`src/rtl/simp_pkg.sv`:
```
// Shared definitions for the simp IMU front end: sequencer state encoding,
// IMU register map constants and a helper for burst register addressing.
package simp_pkg;

  // Sequencer state encoding (kept as plain constants for legacy tools)
  typedef logic [1:0] seq_state_t;
  localparam seq_state_t ST_IDLE    = 2'd0;
  localparam seq_state_t ST_ISSUE   = 2'd1;
  localparam seq_state_t ST_XFER    = 2'd2;
  localparam seq_state_t ST_PUBLISH = 2'd3;

  // IMU bus address and accelerometer register map
  localparam logic [6:0] IMU_ADDR = 7'h68;
  localparam logic [6:0] ACCX_LSB = 7'h12;
  localparam logic [6:0] ACCX_MSB = 7'h13;
  localparam logic [6:0] ACCY_LSB = 7'h14;
  localparam logic [6:0] ACCY_MSB = 7'h15;
  localparam logic [6:0] ACCZ_LSB = 7'h16;
  localparam logic [6:0] ACCZ_MSB = 7'h17;

  // Direction bit handed to the I2C master for a register read
  localparam logic I2C_READ = 1'b1;

  // A burst is six bytes: X, Y, Z, each LSB first
  localparam logic [2:0] LAST_BYTE_IDX = 3'd5;

  // Register address of byte 'idx' within a burst starting at 'base'
  function automatic logic [6:0] acc_reg_addr(input logic [6:0] base,
                                              input logic [2:0] idx);
    return base + {4'b0000, idx};
  endfunction

endpackage

```
`src/rtl/imu_accel_sequencer_period_timer.sv`:
```
// period_timer: free-running sample-rate divider that only counts while
// enabled. The first tick lands SAMPLE_PERIOD cycles after enable rises,
// and dropping enable returns the count to zero.
module period_timer #(
  parameter int SAMPLE_PERIOD = 100000
) (
  input  logic clk,
  input  logic rst,
  input  logic enable,
  output logic tick
);

  localparam int CNT_W = $clog2(SAMPLE_PERIOD);
  localparam logic [CNT_W-1:0] LAST_COUNT = CNT_W'(SAMPLE_PERIOD - 1);

  logic [CNT_W-1:0] count;

  assign tick = enable && (count == LAST_COUNT);

  // Count enabled cycles, wrapping on each tick and clearing when disabled
  always_ff @(posedge clk or posedge rst) begin
    if (rst) begin
      count <= '0;
    end else if (!enable || tick) begin
      count <= '0;
    end else begin
      count <= count + CNT_W'(1);
    end
  end

endmodule

```
`src/rtl/imu_accel_sequencer.sv`:
```
// imu_accel_sequencer: drives the I2C master_controller to read the six
// accelerometer bytes in one burst per sample period, assembles signed
// 16-bit X/Y/Z samples and publishes them with a one-cycle strobe.
// Optional feature macro: IMU_SEQ_TIMEOUT_EN adds a per-byte watchdog that
// aborts a stalled burst and raises the sticky 'error' flag.
module imu_accel_sequencer #(
  parameter logic [6:0] IMU_ADDR       = simp_pkg::IMU_ADDR,
  parameter logic [6:0] ACC_BASE_ADDR  = simp_pkg::ACCX_LSB,
  parameter int         SAMPLE_PERIOD  = 100000,
  parameter int         TIMEOUT_CYCLES = 4096
) (
  input  logic        clk,
  input  logic        rst,
  input  logic        enable,
  output logic        i2c_start,
  output logic        i2c_read_write,
  output logic [6:0]  i2c_slave_addr,
  output logic [6:0]  i2c_reg_addr,
  output logic [7:0]  i2c_data_in,
  input  logic [7:0]  i2c_data_out,
  input  logic        i2c_busy,
  input  logic        i2c_done,
  output logic [15:0] acc_x,
  output logic [15:0] acc_y,
  output logic [15:0] acc_z,
  output logic        sample_valid,
  output logic        overrun,
  output logic        error
);

  import simp_pkg::*;

  seq_state_t       state;
  logic [2:0]       idx;
  logic [5:0][7:0]  slots;
  logic             tick;
  logic             pending;
  logic             take_tick;
  logic             timeout_hit;

  assign i2c_read_write = I2C_READ;
  assign i2c_slave_addr = IMU_ADDR;
  assign i2c_data_in    = 8'h00;

  assign take_tick = (state == ST_IDLE) && pending && enable;

  period_timer #(
    .SAMPLE_PERIOD(SAMPLE_PERIOD)
  ) u_period_timer (
    .clk   (clk),
    .rst   (rst),
    .enable(enable),
    .tick  (tick)
  );

  // Remember one outstanding tick; a new tick wins over the IDLE consume
  always_ff @(posedge clk or posedge rst) begin
    if (rst) begin
      pending <= 1'b0;
    end else if (!enable) begin
      pending <= 1'b0;
    end else if (tick) begin
      pending <= 1'b1;
    end else if (take_tick) begin
      pending <= 1'b0;
    end
  end

  // Sticky overrun: a tick arrived while an earlier one was still waiting
  always_ff @(posedge clk or posedge rst) begin
    if (rst) begin
      overrun <= 1'b0;
    end else if (tick && pending && !take_tick) begin
      overrun <= 1'b1;
    end
  end

`ifdef IMU_SEQ_TIMEOUT_EN
  localparam int WD_W = $clog2(TIMEOUT_CYCLES + 1);

  logic [WD_W-1:0] wdog;

  assign timeout_hit = (state == ST_XFER) && !i2c_done &&
                       (wdog == WD_W'(TIMEOUT_CYCLES - 1));

  // Count cycles spent waiting on the current byte; restart on every done
  always_ff @(posedge clk or posedge rst) begin
    if (rst) begin
      wdog <= '0;
    end else if ((state != ST_XFER) || i2c_done) begin
      wdog <= '0;
    end else begin
      wdog <= wdog + WD_W'(1);
    end
  end

  // Sticky timeout flag, cleared by the next successful publish
  always_ff @(posedge clk or posedge rst) begin
    if (rst) begin
      error <= 1'b0;
    end else if (timeout_hit) begin
      error <= 1'b1;
    end else if (state == ST_PUBLISH) begin
      error <= 1'b0;
    end
  end
`else
  logic unused_timeout;

  assign unused_timeout = TIMEOUT_CYCLES[0];
  assign timeout_hit    = 1'b0;
  assign error          = 1'b0;
`endif

  // Burst sequencer: issue each byte, capture it, publish all three axes at once
  always_ff @(posedge clk or posedge rst) begin
    if (rst) begin
      state        <= ST_IDLE;
      idx          <= '0;
      i2c_start    <= 1'b0;
      i2c_reg_addr <= '0;
      sample_valid <= 1'b0;
      slots        <= '0;
      acc_x        <= '0;
      acc_y        <= '0;
      acc_z        <= '0;
    end else begin
      i2c_start    <= 1'b0;
      sample_valid <= 1'b0;
      case (state)
        ST_IDLE: begin
          if (take_tick) begin
            state        <= ST_ISSUE;
            idx          <= '0;
            i2c_reg_addr <= acc_reg_addr(ACC_BASE_ADDR, 3'd0);
          end
        end
        ST_ISSUE: begin
          if (!enable) begin
            state <= ST_IDLE;
          end else if (!i2c_busy) begin
            i2c_start <= 1'b1;
            state     <= ST_XFER;
          end
        end
        ST_XFER: begin
          if (i2c_done) begin
            slots[idx] <= i2c_data_out;
            if (!enable) begin
              state <= ST_IDLE;
            end else if (idx == LAST_BYTE_IDX) begin
              state <= ST_PUBLISH;
            end else begin
              idx          <= idx + 3'd1;
              i2c_reg_addr <= acc_reg_addr(ACC_BASE_ADDR, idx + 3'd1);
              state        <= ST_ISSUE;
            end
          end else if (timeout_hit) begin
            state <= ST_IDLE;
          end
        end
        ST_PUBLISH: begin
          acc_x        <= {slots[1], slots[0]};
          acc_y        <= {slots[3], slots[2]};
          acc_z        <= {slots[5], slots[4]};
          sample_valid <= 1'b1;
          state        <= ST_IDLE;
        end
        default: begin
          state <= ST_IDLE;
        end
      endcase
    end
  end

endmodule

```
`config.mk`:
```
export PLATFORM = sky130hd
export DESIGN_NAME = imu_accel_sequencer
export DESIGN_NICKNAME = d
export VERILOG_FILES = /design/src/rtl/simp_pkg.sv /design/src/rtl/imu_accel_sequencer_period_timer.sv /design/src/rtl/imu_accel_sequencer.sv
export SDC_FILE = /design/constraint.sdc
export NUM_CORES = 1
export LEC_CHECK = 0
export BUFFER_PORTS_ARGS = -buffer_cell sky130_fd_sc_hd__buf_2
export CAP_MARGIN = 20
export CORE_MARGIN = 2
export CORE_UTILIZATION = 56
export DETAILED_ROUTE_END_ITERATION = 16
export PLACE_DENSITY = 0.83
export SLEW_MARGIN = 10
export SYNTH_ARGS = -nofsm -noshare
export SYNTH_HDL_FRONTEND = slang
export SYNTH_SLANG_ARGS = --single-unit
```
`constraint.sdc`:
```
create_clock -name clk -period 4.7 [get_ports clk]
set_input_delay 0.705 -clock clk [delete_from_list [all_inputs] [get_ports clk]]
set_output_delay 0.705 -clock clk [all_outputs]
set_load 0.03 [all_outputs]
```
# ---- Yosys cells after proc, flatten, opt, wreduce, memory -nomap -nowiden
# Cells that the tools add are included.
dict set report totals {
  elab_cells 75
  output_inout_bits 75
  regBits 129
}
dict set report op_classes {
  eq_ne 11
  n_mux 28
  reduce_logical 14
  n_lt_le_gt_ge 2
  addsub 3
}
# op count
set ops {}
lappend ops {{48-bit bitwise mux} 1}
lappend ops {{7-bit two-way mux} 4}
lappend ops {{8-bit demux with 3-bit select} 1}
lappend ops {{17-bit by 1-bit adder with 17-bit output (second input constant)} 1}
lappend ops {{17-bit equality test (second input constant)} 1}
lappend ops {{17-bit two-way mux} 1}
lappend ops {{7-bit case mux with 2 select lines} 1}
lappend ops {{2-bit two-way mux} 6}
lappend ops {{3-bit two-way mux} 4}
lappend ops {{8-bit two-way mux} 1}
lappend ops {{2-bit != test (second input constant)} 4}
lappend ops {{2-bit case mux with 4 select lines} 1}
lappend ops {{1-bit two-way mux} 7}
lappend ops {{5-bit by 3-bit adder with 6-bit output (first input constant)} 1}
lappend ops {{1-bit logical AND} 6}
lappend ops {{3-bit case mux with 2 select lines} 1}
lappend ops {{5-bit AND reduction} 1}
lappend ops {{2-bit equality test (second input constant)} 2}
lappend ops {{3-bit by 4-bit < comparator with 1-bit output (second input constant)} 1}
lappend ops {{3-bit by 1-bit adder with 3-bit output (second input constant)} 1}
lappend ops {{3-bit equality test (second input constant)} 1}
lappend ops {{3-bit by 1-bit >= comparator with 1-bit output (second input constant)} 1}
lappend ops {{3-bit by 1-bit != test with 1-bit output (second input constant)} 1}
lappend ops {{3-bit != test (second input constant)} 1}
lappend ops {{other kinds (7)} 8}

# ---- Depth between registers and ports, before layout
dict set report depth {
  depth_word 6
  mapped_depth 7
}

# ---- Cells and area by module
# Synthesis repeated with hierarchy kept, for this count alone.
dict set report unflattened {
  hier_cells 384
  area_unflattened_um2 5466.5
}
# mod seq_area_each_um2 area_each_um2 cells_each n_inst
set modules_own_cells {}
lappend modules_own_cells {imu_accel_sequencer 2727.6 4555.6 294 1}
lappend modules_own_cells {period_timer 425.4 910.9 90 1}

# ---- Least setup slack after synthesis
# No wires, ideal clock.
dict set report synth_timing {
  kind {input-to-reg}
  startpoint {input i2c_done}
  endpoint {register slots[33] (netlist bit)}
  path_slack_ns 3.018
  path_stages 4
  t_arrival_ns 1.557
  setup_time_ns 0.125
  path_cell_list {nor3b_2 nand3_1 nor2_4 mux2_2}
}
dict set report synth_via {
  elab_chain_len 1
}
# item line
set synth_rtl {}
lappend synth_rtl {{from (decl)} imu_accel_sequencer.sv:22} ;# input logic i2c_done,
lappend synth_rtl {{2-bit AND reduction (no source line)} -}
lappend synth_rtl {{to (signal, indexed assignment)} imu_accel_sequencer.sv:148} ;# slots[idx] <= i2c_data_out;
lappend synth_rtl {{to (decl)} imu_accel_sequencer.sv:35} ;# logic [5:0][7:0] slots;
# Every way passes these cells.
# A chain may end at the register's enable or synchronous reset.

==> metrics.yaml <==
floorplan:
  die-area_mm2: 0.01024
  initial_utilization_pct: 57.52
  pin_count: 88
  die_x_um: 101.2
  die_height_um: 101.2
  rows: 35
  core_mm2: 0.009196
clock_network:
  root_buffer: "clkbuf_8"
  h-tree-depth: 4
  hold_buffers: 0
  cts_resized: 0
  cts_sinks: 126
  cts.clk_slew.worst_paths_ps: 60
  postCtsSetupRepairBufs: 0
  cts_tree: "yes"
  clock_path_buffers: 2
  clkLatencyLatePin_ps: 510
  cts_buffers: 17
global_routing:
  grt_pass1_vias: 3115
  grt_start_max_net_pins: 57
  grt_first_pass_wirelength_um: 15900
  antenna_found_initial: 0
  grtUsageTotal_pct: 20.60
  overflow: 0
yosys:
  synth_largest_area_cell: "dfrtp_1"
  yosys_warnings: 0
  synth-seq-area-share_pct: 59.60
  syn_inst: 381
  ys_top_cells_by_area: "dfrtp_1 (60%), mux2_2 (21%), buf_4 (3.5%)"
  syn-cell-area_mm2: 0.005290
  synth_most_common_cell: "dfrtp_1"
  ys_async_sr_fraction_pct: 100.0
  yosys-top-cells-count: "dfrtp_1 (126), mux2_2 (97), buf_4 (25), nor2_1 (19), inv_1 (11)"
  yosysTopAreaCellShare_pct: 59.60
  avgSynthCellArea_um2: 13.88
  ys.flop_type: "dfrtp_1"
  synth-seq-cells: 126
  synth_cell_types: 41
  synth_edf_count: 0
detailed_routing:
  wl_um: 9759
  vias: 3097
  routed_via_density: 5.358
  wl_per_cell_um: 16.88
  drtIter0Drc: 112
  drc: 0
  ant_nets: 0
  drt_pass1_iterations: 4
placed_design:
  gp_congestion: 0.8496
  io_buffers: 68
  detailedPlace.worstSlack_ps: 2639
  dp_hpwl_um: 6374
critical_path:
  cp_max_fo: 10
  cpLargestDelayFamily: "flip-flops"
  crit_type: "reg -> out"
  endpoint_kind: "primary output"
  crit_chain: "buf_2"
  worstSetupStartpointType: "flop"
  worstPathArrival_ps: 1350
  crit_buf_inv: 1
  cp_slowest_cell: "dfrtp_1"
  cp.required_ps: 3990
  critical-path-max-stage-delay_ps: 570
sta:
  max_freq_ghz: 0.4855
  fin_ws_ps: 2640
  fin_setup_tns_ps: 0
  worst_slew_pin_slew_ps: 670.0
  rsz0062_at_grt: "false"
  period_share_pct: 43.83
  finalSetupViolations: 0
  hold_violations: 0
  period_needed_ps: 2060
  slew_headroom_pct: 55.33
  clock_skew_ps: 8.819
  slew_viol_final: 0
min_path:
  holdCritPathClass: "in -> async"
cells_and_area:
  area_delta_synth_final_pct: 17.98
  drive_gt1_share_pct: 45.82
  fill_cells: 639
  nNetsFinal: 471
  antenna_cells: 0
status:
  outcome: "complete, no violations"
power:
  p_leak_nw: 3.334
  p_per_area_mw_per_mm2: 409.6
  ir_worst_vdd_mv: 0.2413
job:
  drv_cap: 0
registers in the layout, summed over array words and instances (netlist names):
signal,cells
acc_x,16
acc_y,16
acc_z,16
i2c_reg_addr,4
i2c_start,1
idx,3
overrun,1
pending,1
sample_valid,1
slots,48
state,2
u_period_timer.count,17
cell usage in the layout (no fill, tap or decap), types with 3 or more instances in the layout:
master      synthesis  layout
o21ai_0             4       4
nand4_1             6       6
dfrtp_1           126     126
nand3_1             8       8
clkinvlp_4          0       3
clkbuf_16           0      16
xor2_1              6       6
nor2_1             19      19
clkinv_4            0       3
buf_2               6      68
a21oi_1             5       5
and3_1              6       6
nand2_2             3       4
nand2_1             6       5
ha_1                4       4
xnor2_1             7       7
or3_1               3       3
nand2b_1            3       3
mux2_2             97      97
conb_1              2      19
bufinv_16           0       3
inv_1              11      10
mux2_1              3       3
metal layers:
metal | wire length (um) | vias up | track usage (%)
met5 | 0 | - | 0
met4 | 111 | 0 | 7.069
met3 | 486 | 10 | 6.694
met2 | 4720 | 93 | 31.43
met1 | 4440 | 1558 | 28.20
li1 | - | 1436 | -
cell families (layout without fill, tap and decap cells):
kind of cell,Yosys count,count (layout),share of synthesized area (%)
xor gates and xnor gates,13,13,2.152
and+or+nand+nor,76,76,8.704
adders and majority gates,4,4,0.9461
DFF,126,126,59.60
buffers and inverters,45,114,5.393
other,2,19,0.1420
AOI/OAI and AO/OA,13,13,1.395
muxes,102,102,21.67
final cells by class:
class,instances,area [um2],share of cell area [%]
inverters,11,43.79,0.7017
well taps,111,138.9,2.225
repair buffers,71,375.4,6.014
flip-flops and latches,126,3153,50.52
clock inverters,14,183.9,2.947
clock buffers,18,427.9,6.856
multi-input cells,227,1918,30.73
final timing paths:
kind,end,cells after the start,slack (ps),startpoint
max in group asynchronous,slots[15],3,3390,rst
min,acc_y[6],2,310,rst
min in group clk,i2c_start,2,400,i2c_busy
max,i2c_reg_addr[0],1,2640,idx[0]
max reg2reg,slots[12],4,2870,state[1]
min reg2reg,overrun,2,470,overrun
worst reg2reg max path, stage by stage (launching register included):
cell      delay [ps]
dfrtp_1          550
nand2b_1         150
nor2_1           150
and3_1           470
mux2_2           390
report_power, final:
group	total, W	switching [W]	internal, W	leakage [nW]
clock network	0.00133	0.000495	0.000833	0.292
logic	0.000102	0.0000746	0.0000277	1.31
registers	0.00113	0.0000179	0.00111	1.73
total	0.00256	0.000588	0.00197	3.33
metrics by stage:
step                cells  hold WS (ps)  area [um2]  utilization (%)  total power [W]
floorplan             398         451.3        5354                -         0.001228
global placement      545         447.8        5609            60.99         0.001245
detailed placement    546         451.2        5629            61.21         0.001248
CTS                   578         318.0        6241            67.86         0.002576
global route          578         347.5        6241            67.86         0.002647
finish                578         312.0        6241            67.86         0.002556
Power figures use the tool's default switching activity.
